**src/rtl/chan_sched_if.sv**
```systemverilog
// chan_sched_if: frame strobe, datapath handshake, state-store strobes and error flags of the channel scheduler
// Ports (scheduler view, modport master):
//   in : frame_sync, dp_done, clr_err
//   out: ch_sel, st_rd_en, dp_start, st_wr_en, busy, frame_done, err_overrun, err_timeout, err_ch
// modport slave is the mirror image, for the frame timing / datapath side.
interface chan_sched_if #(
    parameter int CH_W = 3
);
    logic            frame_sync;
    logic            dp_done;
    logic            clr_err;
    logic [CH_W-1:0] ch_sel;
    logic            st_rd_en;
    logic            dp_start;
    logic            st_wr_en;
    logic            busy;
    logic            frame_done;
    logic            err_overrun;
    logic            err_timeout;
    logic [CH_W-1:0] err_ch;
    modport master (
        input  frame_sync, dp_done, clr_err,
        output ch_sel, st_rd_en, dp_start, st_wr_en, busy, frame_done,
               err_overrun, err_timeout, err_ch
    );
    modport slave (
        output frame_sync, dp_done, clr_err,
        input  ch_sel, st_rd_en, dp_start, st_wr_en, busy, frame_done,
               err_overrun, err_timeout, err_ch
    );
endinterface

```
**src/rtl/chan_sched.sv**
```systemverilog
// chan_sched: per-frame walk of channels 0..NUM_CH-1 through the shared ADPCM datapath (load state, run, store state)
// Ports: clk, reset (sync, active-high), bus (chan_sched_if.master: frame/datapath handshake, store strobes, error flags)
module chan_sched #(
    parameter int NUM_CH  = 8,
    parameter int CH_W    = 3,
    parameter int TIMEOUT = 64,
    parameter int TO_W    = 7
) (
    input logic          clk,
    input logic          reset,
    chan_sched_if.master bus
);
    typedef enum logic [2:0] {IDLE, LOAD, START, WAIT, STORE, DONE} state_t;
    state_t          state, state_n;
    logic [TO_W-1:0] timer;
    logic            abort;
    logic [CH_W-1:0] ch_sel;
    logic [CH_W-1:0] err_ch;
    logic            err_overrun;
    logic            err_timeout;
    logic            to_hit;
    logic            last;
    // dp_done on the timeout cycle wins, so the abort needs dp_done low
    assign to_hit = state == WAIT && !bus.dp_done && timer == TO_W'(TIMEOUT - 1);
    assign last   = ch_sel == CH_W'(NUM_CH - 1);
    always_comb begin
        state_n = state;
        case (state)
            IDLE:    state_n = bus.frame_sync ? LOAD : IDLE;
            LOAD:    state_n = START;
            START:   state_n = WAIT;
            WAIT:    state_n = (bus.dp_done || to_hit) ? STORE : WAIT;
            STORE:   state_n = last ? DONE : LOAD;
            DONE:    state_n = IDLE;
            default: state_n = IDLE;
        endcase
    end
    always_ff @(posedge clk) begin
        if (reset) begin
            state       <= IDLE;
            timer       <= '0;
            abort       <= 1'b0;
            ch_sel      <= '0;
            err_ch      <= '0;
            err_overrun <= 1'b0;
            err_timeout <= 1'b0;
        end else begin
            state       <= state_n;
            timer       <= state == START ? '0 : state == WAIT ? timer + 1'b1 : timer;
            abort       <= state == WAIT ? to_hit : abort;
            ch_sel      <= (state == STORE && !last) ? ch_sel + 1'b1 : (state == DONE || state == IDLE) ? '0 : ch_sel;
            // error events take priority over clr_err
            err_overrun <= (bus.frame_sync && state != IDLE) || (err_overrun && !bus.clr_err);
            err_timeout <= to_hit || (err_timeout && !bus.clr_err);
            err_ch      <= to_hit ? ch_sel : bus.clr_err ? '0 : err_ch;
        end
    end
    assign bus.ch_sel      = ch_sel;
    assign bus.st_rd_en    = state == LOAD;
    assign bus.dp_start    = state == START;
    assign bus.st_wr_en    = state == STORE && !abort;
    assign bus.busy        = state != IDLE;
    assign bus.frame_done  = state == DONE;
    assign bus.err_overrun = err_overrun;
    assign bus.err_timeout = err_timeout;
    assign bus.err_ch      = err_ch;
endmodule

```
**src/flat_wrapper.sv**
```systemverilog
// flat-port wrapper written by rule: the top's interface ports become plain ports
module chan_sched_flat 
#(
    parameter int NUM_CH  = 8,
    parameter int CH_W    = 3,
    parameter int TIMEOUT = 64,
    parameter int TO_W    = 7
)
  (clk, reset, bus_frame_sync, bus_dp_done, bus_clr_err, bus_ch_sel, bus_st_rd_en, bus_dp_start, bus_st_wr_en, bus_busy, bus_frame_done, bus_err_overrun, bus_err_timeout, bus_err_ch);
  chan_sched_if #(.CH_W(CH_W)) bus_i ();
  input logic clk;
  input logic reset;
  input wire logic [$bits(bus_i.frame_sync)-1:0] bus_frame_sync;
  input wire logic [$bits(bus_i.dp_done)-1:0] bus_dp_done;
  input wire logic [$bits(bus_i.clr_err)-1:0] bus_clr_err;
  output wire logic [$bits(bus_i.ch_sel)-1:0] bus_ch_sel;
  output wire logic [$bits(bus_i.st_rd_en)-1:0] bus_st_rd_en;
  output wire logic [$bits(bus_i.dp_start)-1:0] bus_dp_start;
  output wire logic [$bits(bus_i.st_wr_en)-1:0] bus_st_wr_en;
  output wire logic [$bits(bus_i.busy)-1:0] bus_busy;
  output wire logic [$bits(bus_i.frame_done)-1:0] bus_frame_done;
  output wire logic [$bits(bus_i.err_overrun)-1:0] bus_err_overrun;
  output wire logic [$bits(bus_i.err_timeout)-1:0] bus_err_timeout;
  output wire logic [$bits(bus_i.err_ch)-1:0] bus_err_ch;
  assign bus_i.frame_sync = bus_frame_sync;
  assign bus_i.dp_done = bus_dp_done;
  assign bus_i.clr_err = bus_clr_err;
  assign bus_ch_sel = bus_i.ch_sel;
  assign bus_st_rd_en = bus_i.st_rd_en;
  assign bus_dp_start = bus_i.dp_start;
  assign bus_st_wr_en = bus_i.st_wr_en;
  assign bus_busy = bus_i.busy;
  assign bus_frame_done = bus_i.frame_done;
  assign bus_err_overrun = bus_i.err_overrun;
  assign bus_err_timeout = bus_i.err_timeout;
  assign bus_err_ch = bus_i.err_ch;
  chan_sched #(.NUM_CH(NUM_CH), .CH_W(CH_W), .TIMEOUT(TIMEOUT), .TO_W(TO_W)) u_core (.clk(clk), .reset(reset), .bus(bus_i));
endmodule
```
**config.mk**
```make
export PLATFORM = sky130hd
export DESIGN_NAME = chan_sched_flat
export DESIGN_NICKNAME = d
export VERILOG_FILES = /design/src/rtl/chan_sched_if.sv /design/src/rtl/chan_sched.sv /design/src/flat_wrapper.sv
export SDC_FILE = /design/constraint.sdc
export NUM_CORES = 1
export LEC_CHECK = 0
export ABC_AREA = 1
export BUFFER_PORTS_ARGS = -buffer_cell sky130_fd_sc_hd__buf_2
export CORE_ASPECT_RATIO = 0.8
export CORE_MARGIN = 5
export CORE_UTILIZATION = 50
export DETAILED_ROUTE_END_ITERATION = 12
export PLACE_DENSITY = 0.73
export SLEW_MARGIN = 20
export SYNTH_ARGS = -nofsm -noshare
export SYNTH_HDL_FRONTEND = slang
export SYNTH_SLANG_ARGS = --single-unit
export TNS_END_PERCENT = 20
```
**constraint.sdc**
```tcl
create_clock -name clk -period 3.3 [get_ports clk]
set_input_delay 0.66 -clock clk [delete_from_list [all_inputs] [get_ports clk]]
set_output_delay 0.66 -clock clk [all_outputs]
set_load 0.1 [all_outputs]
```
Word level (Yosys, flattened, before mapping)
Index checks and enable logic that the tools add are counted.
{"block": "classes", "n_addsub": 2, "n_eq_ne": 7, "mux": 8, "n_reduce_logical": 20}
{"op": "2-to-1 mux 3 bit", "n": 6}
{"op": "one-hot mux 3 bit (5 select lines)", "n": 1}
{"op": "equality test 3 bit, second input constant", "n": 3}
{"op": "adder 7 x 1 -> 7 bit, second input constant", "n": 1}
{"op": "equality test 7 x 6 -> 1 bit, second input constant", "n": 1}
{"op": "logical AND 1 bit", "n": 7}
{"op": "equality test 3 x 2 -> 1 bit, second input constant", "n": 2}
{"op": "zero test 1 bit", "n": 4}
{"op": "logical OR 1 bit", "n": 4}
{"op": "nonzero test 2 bit", "n": 2}
{"op": "adder 3 x 1 -> 3 bit, second input constant", "n": 1}
{"op": "equality test 3 x 1 -> 1 bit, second input constant", "n": 1}
{"op": "zero test 3 bit", "n": 1}
{"op": "nonzero test 3 bit", "n": 1}
{"op": "OR reduction 2 bit", "n": 1}
{"op": "2-to-1 mux 1 bit", "n": 1}
{"block": "word_totals", "register_bits": 19, "out_inout_bits": 13, "elab_cells": 44}

Logic depth before layout (Yosys ltp)
{"block": "depth", "ltp_word": 6, "mapped_depth": 7}

Worst setup path before layout
No wires, ideal clock.
{"block": "synth_timing", "kind": "reg2out", "startpoint": "register u_core.state[1]", "endpoint": "output bus_st_wr_en", "arrival_ns": 1.887, "required_ns": 2.640, "slack_ns": 0.753, "path_stages_with_launch": 4, "cell_sequence": "dfxtp_1 -> nor2_2 -> nand2_1 -> nor2_1"}
{"block": "synth_via", "elab_chain_len": 2}
{"element": "start: declaration", "line": "chan_sched.sv:14", "text": "state_t state, state_n;"}
{"element": "start signal: assignment", "line": "chan_sched.sv:48", "text": "state <= state_n;"}
{"element": "equality test 3 bit", "line": "chan_sched.sv:61", "text": "assign bus.st_wr_en = state == STORE && !abort;"}
{"element": "logical AND 1 bit", "line": "chan_sched.sv:61"}
{"element": "end: declaration", "line": "flat_wrapper.sv:19", "text": "output wire logic [$bits(bus_i.st_wr_en)-1:0] bus_st_wr_en;"}
No other way between the ends.

Final worst setup path
Ends and elaborated chain as after synthesis.

==> results.txt <==
----------------------------------------------------
[Logic synthesis]
  Top cells by area, synth ... dfxtp_1, nand2_1, a21oi_1, nand3_1, inv_1
  Total of flip-flops plus latches after synthesis ... 19
  Fraction of the yosys area taken by sequential cells ... 41.14%
  Fraction of post-synthesis cell area in the top cell type by area ... 41.14%
  Cell taking the most area after synthesis ... dfxtp_1
  Synth Net Count ... 127
  Gate count of the mapped netlist ... 119
  Average size of a mapped cell ... 7.770 µm²
  Summed instance area of the synthesized netlist ... 924.6 µm²
  Distinct cell type count after synthesis ... 22
  Number of warnings printed during yosys synthesis ... 0

[Placement]
  DP Worst Slack ... 1.448 ns
  Placed cell count ... 157
  Half-perimeter wire length after detailed placement ... 1437 µm
  Total cell area at the placement stage ... 1033 µm²
  Total of buffers placed on input and output ports ... 17
  Last weighted congestion value of the routability-driven placer ... 0.7667

[CTS]
  Number of buffers inserted by post-CTS setup repair ... 0
  CTS sink cnt ... 19
  Clock-pin slew of the registers on the worst-case setup and hold paths ... 0.11 ns
  Worst skew pair latency ... 0.31 ns
  Number of levels the H-tree was split into ... 1
  TritonCTS clock tree ... yes
  Number of CTS-inserted buffers ... 3
  Hold Buf Count CTS ... 0
  # resized after CTS ... 0
  Clock Tree Root ... clkbuf_4
  Number of buffers between clock root and the deepest sink ... 2

[Critical path]
  Type of the worst setup path ... reg -> out
  Data arrival time of the worst path ... 1.51 ns
  Worst EP required ... 2.64 ns
  Critical Path Source Type ... flop
  Critical-path maximum fanout ... 5
  Critical path endpoint category ... output pin

[Global route]
  Most Crowded Layer GR ... met2
  First-pass GRT wire length ... 3312 µm
  Global-route track usage on met3 ... 6.349%
  Number of global-route vias before repair ... 797
  Grt met2 use ... 23.12%
  Global router's overall resource usage ... 14.94%
  Met1 usage ... 18.41%
  GR Overflow Total ... 0
  Pin count of the biggest net entering global routing ... 13
  Initial antenna violation count ... 0

[STA]
  Hold violation count in the final report ... 0
  Fraction of the cycle the final worst path needs ... 65.77%
  Setup violation total in the final timing report ... 0
  Slew Viols, Final ... 0
  Slew at the pin closest to its max-slew limit ... 0.4900 ns
  Accumulated negative setup slack ... 0 ns
  Achievable Freq ... 460.7 MHz
  Unrepaired setup endpoints after global routing ... false
  Relative slew slack ... 67.56%
  Worst Clk Skew ... 0.01094 ns
  Period minus WS final ... 2.170 ns
  Min setup slack post-route ... 1.130 ns

[Floorplan]
  Floorplan die area ... 2815 µm²
  I/O pins ... 18
  Row cnt ... 13
  Core box area ... 1692 µm²
  Die Ht ... 48.47 µm
  Initial core utilization ... 54.66%
  Die outline width ... 58.08 µm

[Power and ir drop]
  Pwr per Cell Area ... 446.4 nW/µm²
  Reported leakage power ... 0.4959 nW
  Fraction of power spent switching nets ... 36.72%
  P_int ... 0.0002997 W
  Reg power frac ... 51.3%
  Power share of the clock group ... 25.0%
  Net switching power ... 0.0001739 W
  Maximum vdd drop ... 0.2203 mV
  Fraction of power consumed by combinational cells ... 23.7%

[Routing]
  Total wire length after detailed routing ... 1824 µm
  Via count ... 805
  Router iterations before antenna repair ... 4
  Detailed router's first-iteration violation count ... 16
  Routed WL per cell ... 11.33 µm
  Antenna Nets Post-Route ... 0
  Via density per instance ... 5.000
  DR DRC count ... 0

[Finish]
  Post-layout utilization of the core ... 62.72%
  Post-route cell area ... 1061 µm²
  Number of nets in the final layout ... 148
  Layout Area Growth over Synthesis ... 14.75%
  Fraction of final layout cells sized beyond drive strength 1 ... 25.90%
  Final cell count without fillers ... 161
  Number of diodes added for antenna fixing ... 0

[Min path]
  Tightest Hold Check Type ... reg -> reg

[Outcome]
  Status ... finished clean

[Flow run]
  Number of violations of the max-capacitance limit ... 0

----------------------------------------------------
-- worst max-delay path, cell delays in order, from the launching register on --
cell,delay [ns]
dfxtp_1,0.37
nor2_2,0.20
nand2_1,0.12
nor2_1,0.09
buf_2,0.43
-- cells in the mapped netlist (all sizes together) --
library cell	n
nand2	26
nor3b	1
inv	15
nor2	10
dfxtp	19
nand4	1
or2	1
a21oi	18
nand3b	1
ha	3
clkbuf	1
o21ai	5
nand3	18
-- metrics by stage --
stage	power [W]	hold WS (ns)
after floorplan	0.0003422	0.4389
after global placement	0.0003606	0.4477
after detailed placement	0.0003609	0.4609
after CTS	0.0004790	0.4780
after global routing	0.0004992	0.5032
final	0.0004736	0.4736
-- flip-flops by register name (all words and copies together), names as in the netlist --
name	cells
u_core.bus.err_ch	3
u_core.state	3
u_core.bus.err_overrun	1
u_core.timer	7
u_core.bus.ch_sel	3
u_core.abort	1
u_core.bus.err_timeout	1
-- per-layer routing --
layer,up-vias,share of wire [%],routed length [µm]
met5,-,0,0
met4,0,0.66,12
met3,2,6.4,117
met2,16,43,781
met1,351,50,912
li1,436,-,-
-- kinds of logic (layout without fill, tap and decap cells) --
logic type | after synthesis | count (layout) | synth area share [%]
DFF | 19 | 19 | 41.14
and+or+nand+nor | 58 | 58 | 35.05
AOI/OAI and AO/OA | 23 | 23 | 13.26
adders and majority gates | 3 | 3 | 4.060
buffers and inverters | 16 | 36 | 6.496
-- power by group through the flow --
stage               Clock (W)  Sequential [W]  Combinational [W]
finish               0.000119        0.000243           0.000112
global route         0.000136        0.000244           0.000120
CTS                  0.000123        0.000243           0.000113
detailed placement          0        0.000248           0.000113
global placement            0        0.000248           0.000113
floorplan                   0        0.000257          0.0000848
-- cell type report --
class	count	area (µm²)
timing repair buffer	17	85.08
fill	158	630.6
tap	22	27.53
clock inverter	1	5.005
inverter	15	56.30
clock buffer	3	22.52
multi-input combinational	84	484.2
sequential	19	380.4
-- worst paths after layout --
path,from,depth (start not counted),slack (ns),endpoint
worst max-delay path,u_core.state[1],4,1.13,bus_st_wr_en
worst min-delay path,u_core.timer[6],2,0.47,u_core.timer[6]
worst max register to register,u_core.bus.ch_sel[0],6,1.95,u_core.bus.ch_sel[1]
worst min register to register,u_core.timer[6],2,0.47,u_core.timer[6]
-- cells in the final DEF, fill, tap and decap left out, drive strengths merged --
cell type | synthesis | routed
nand3 | 18 | 18
nor2 | 10 | 10
nand3b | 1 | 1
clkinv | 0 | 1
o21ai | 5 | 5
or2 | 1 | 1
buf | 0 | 17
nand2 | 26 | 26
inv | 15 | 15
dfxtp | 19 | 19
nand4 | 1 | 1
a21oi | 18 | 18
nor3b | 1 | 1
ha | 3 | 3
clkbuf | 1 | 3
(Power assumes the default switching activity.)
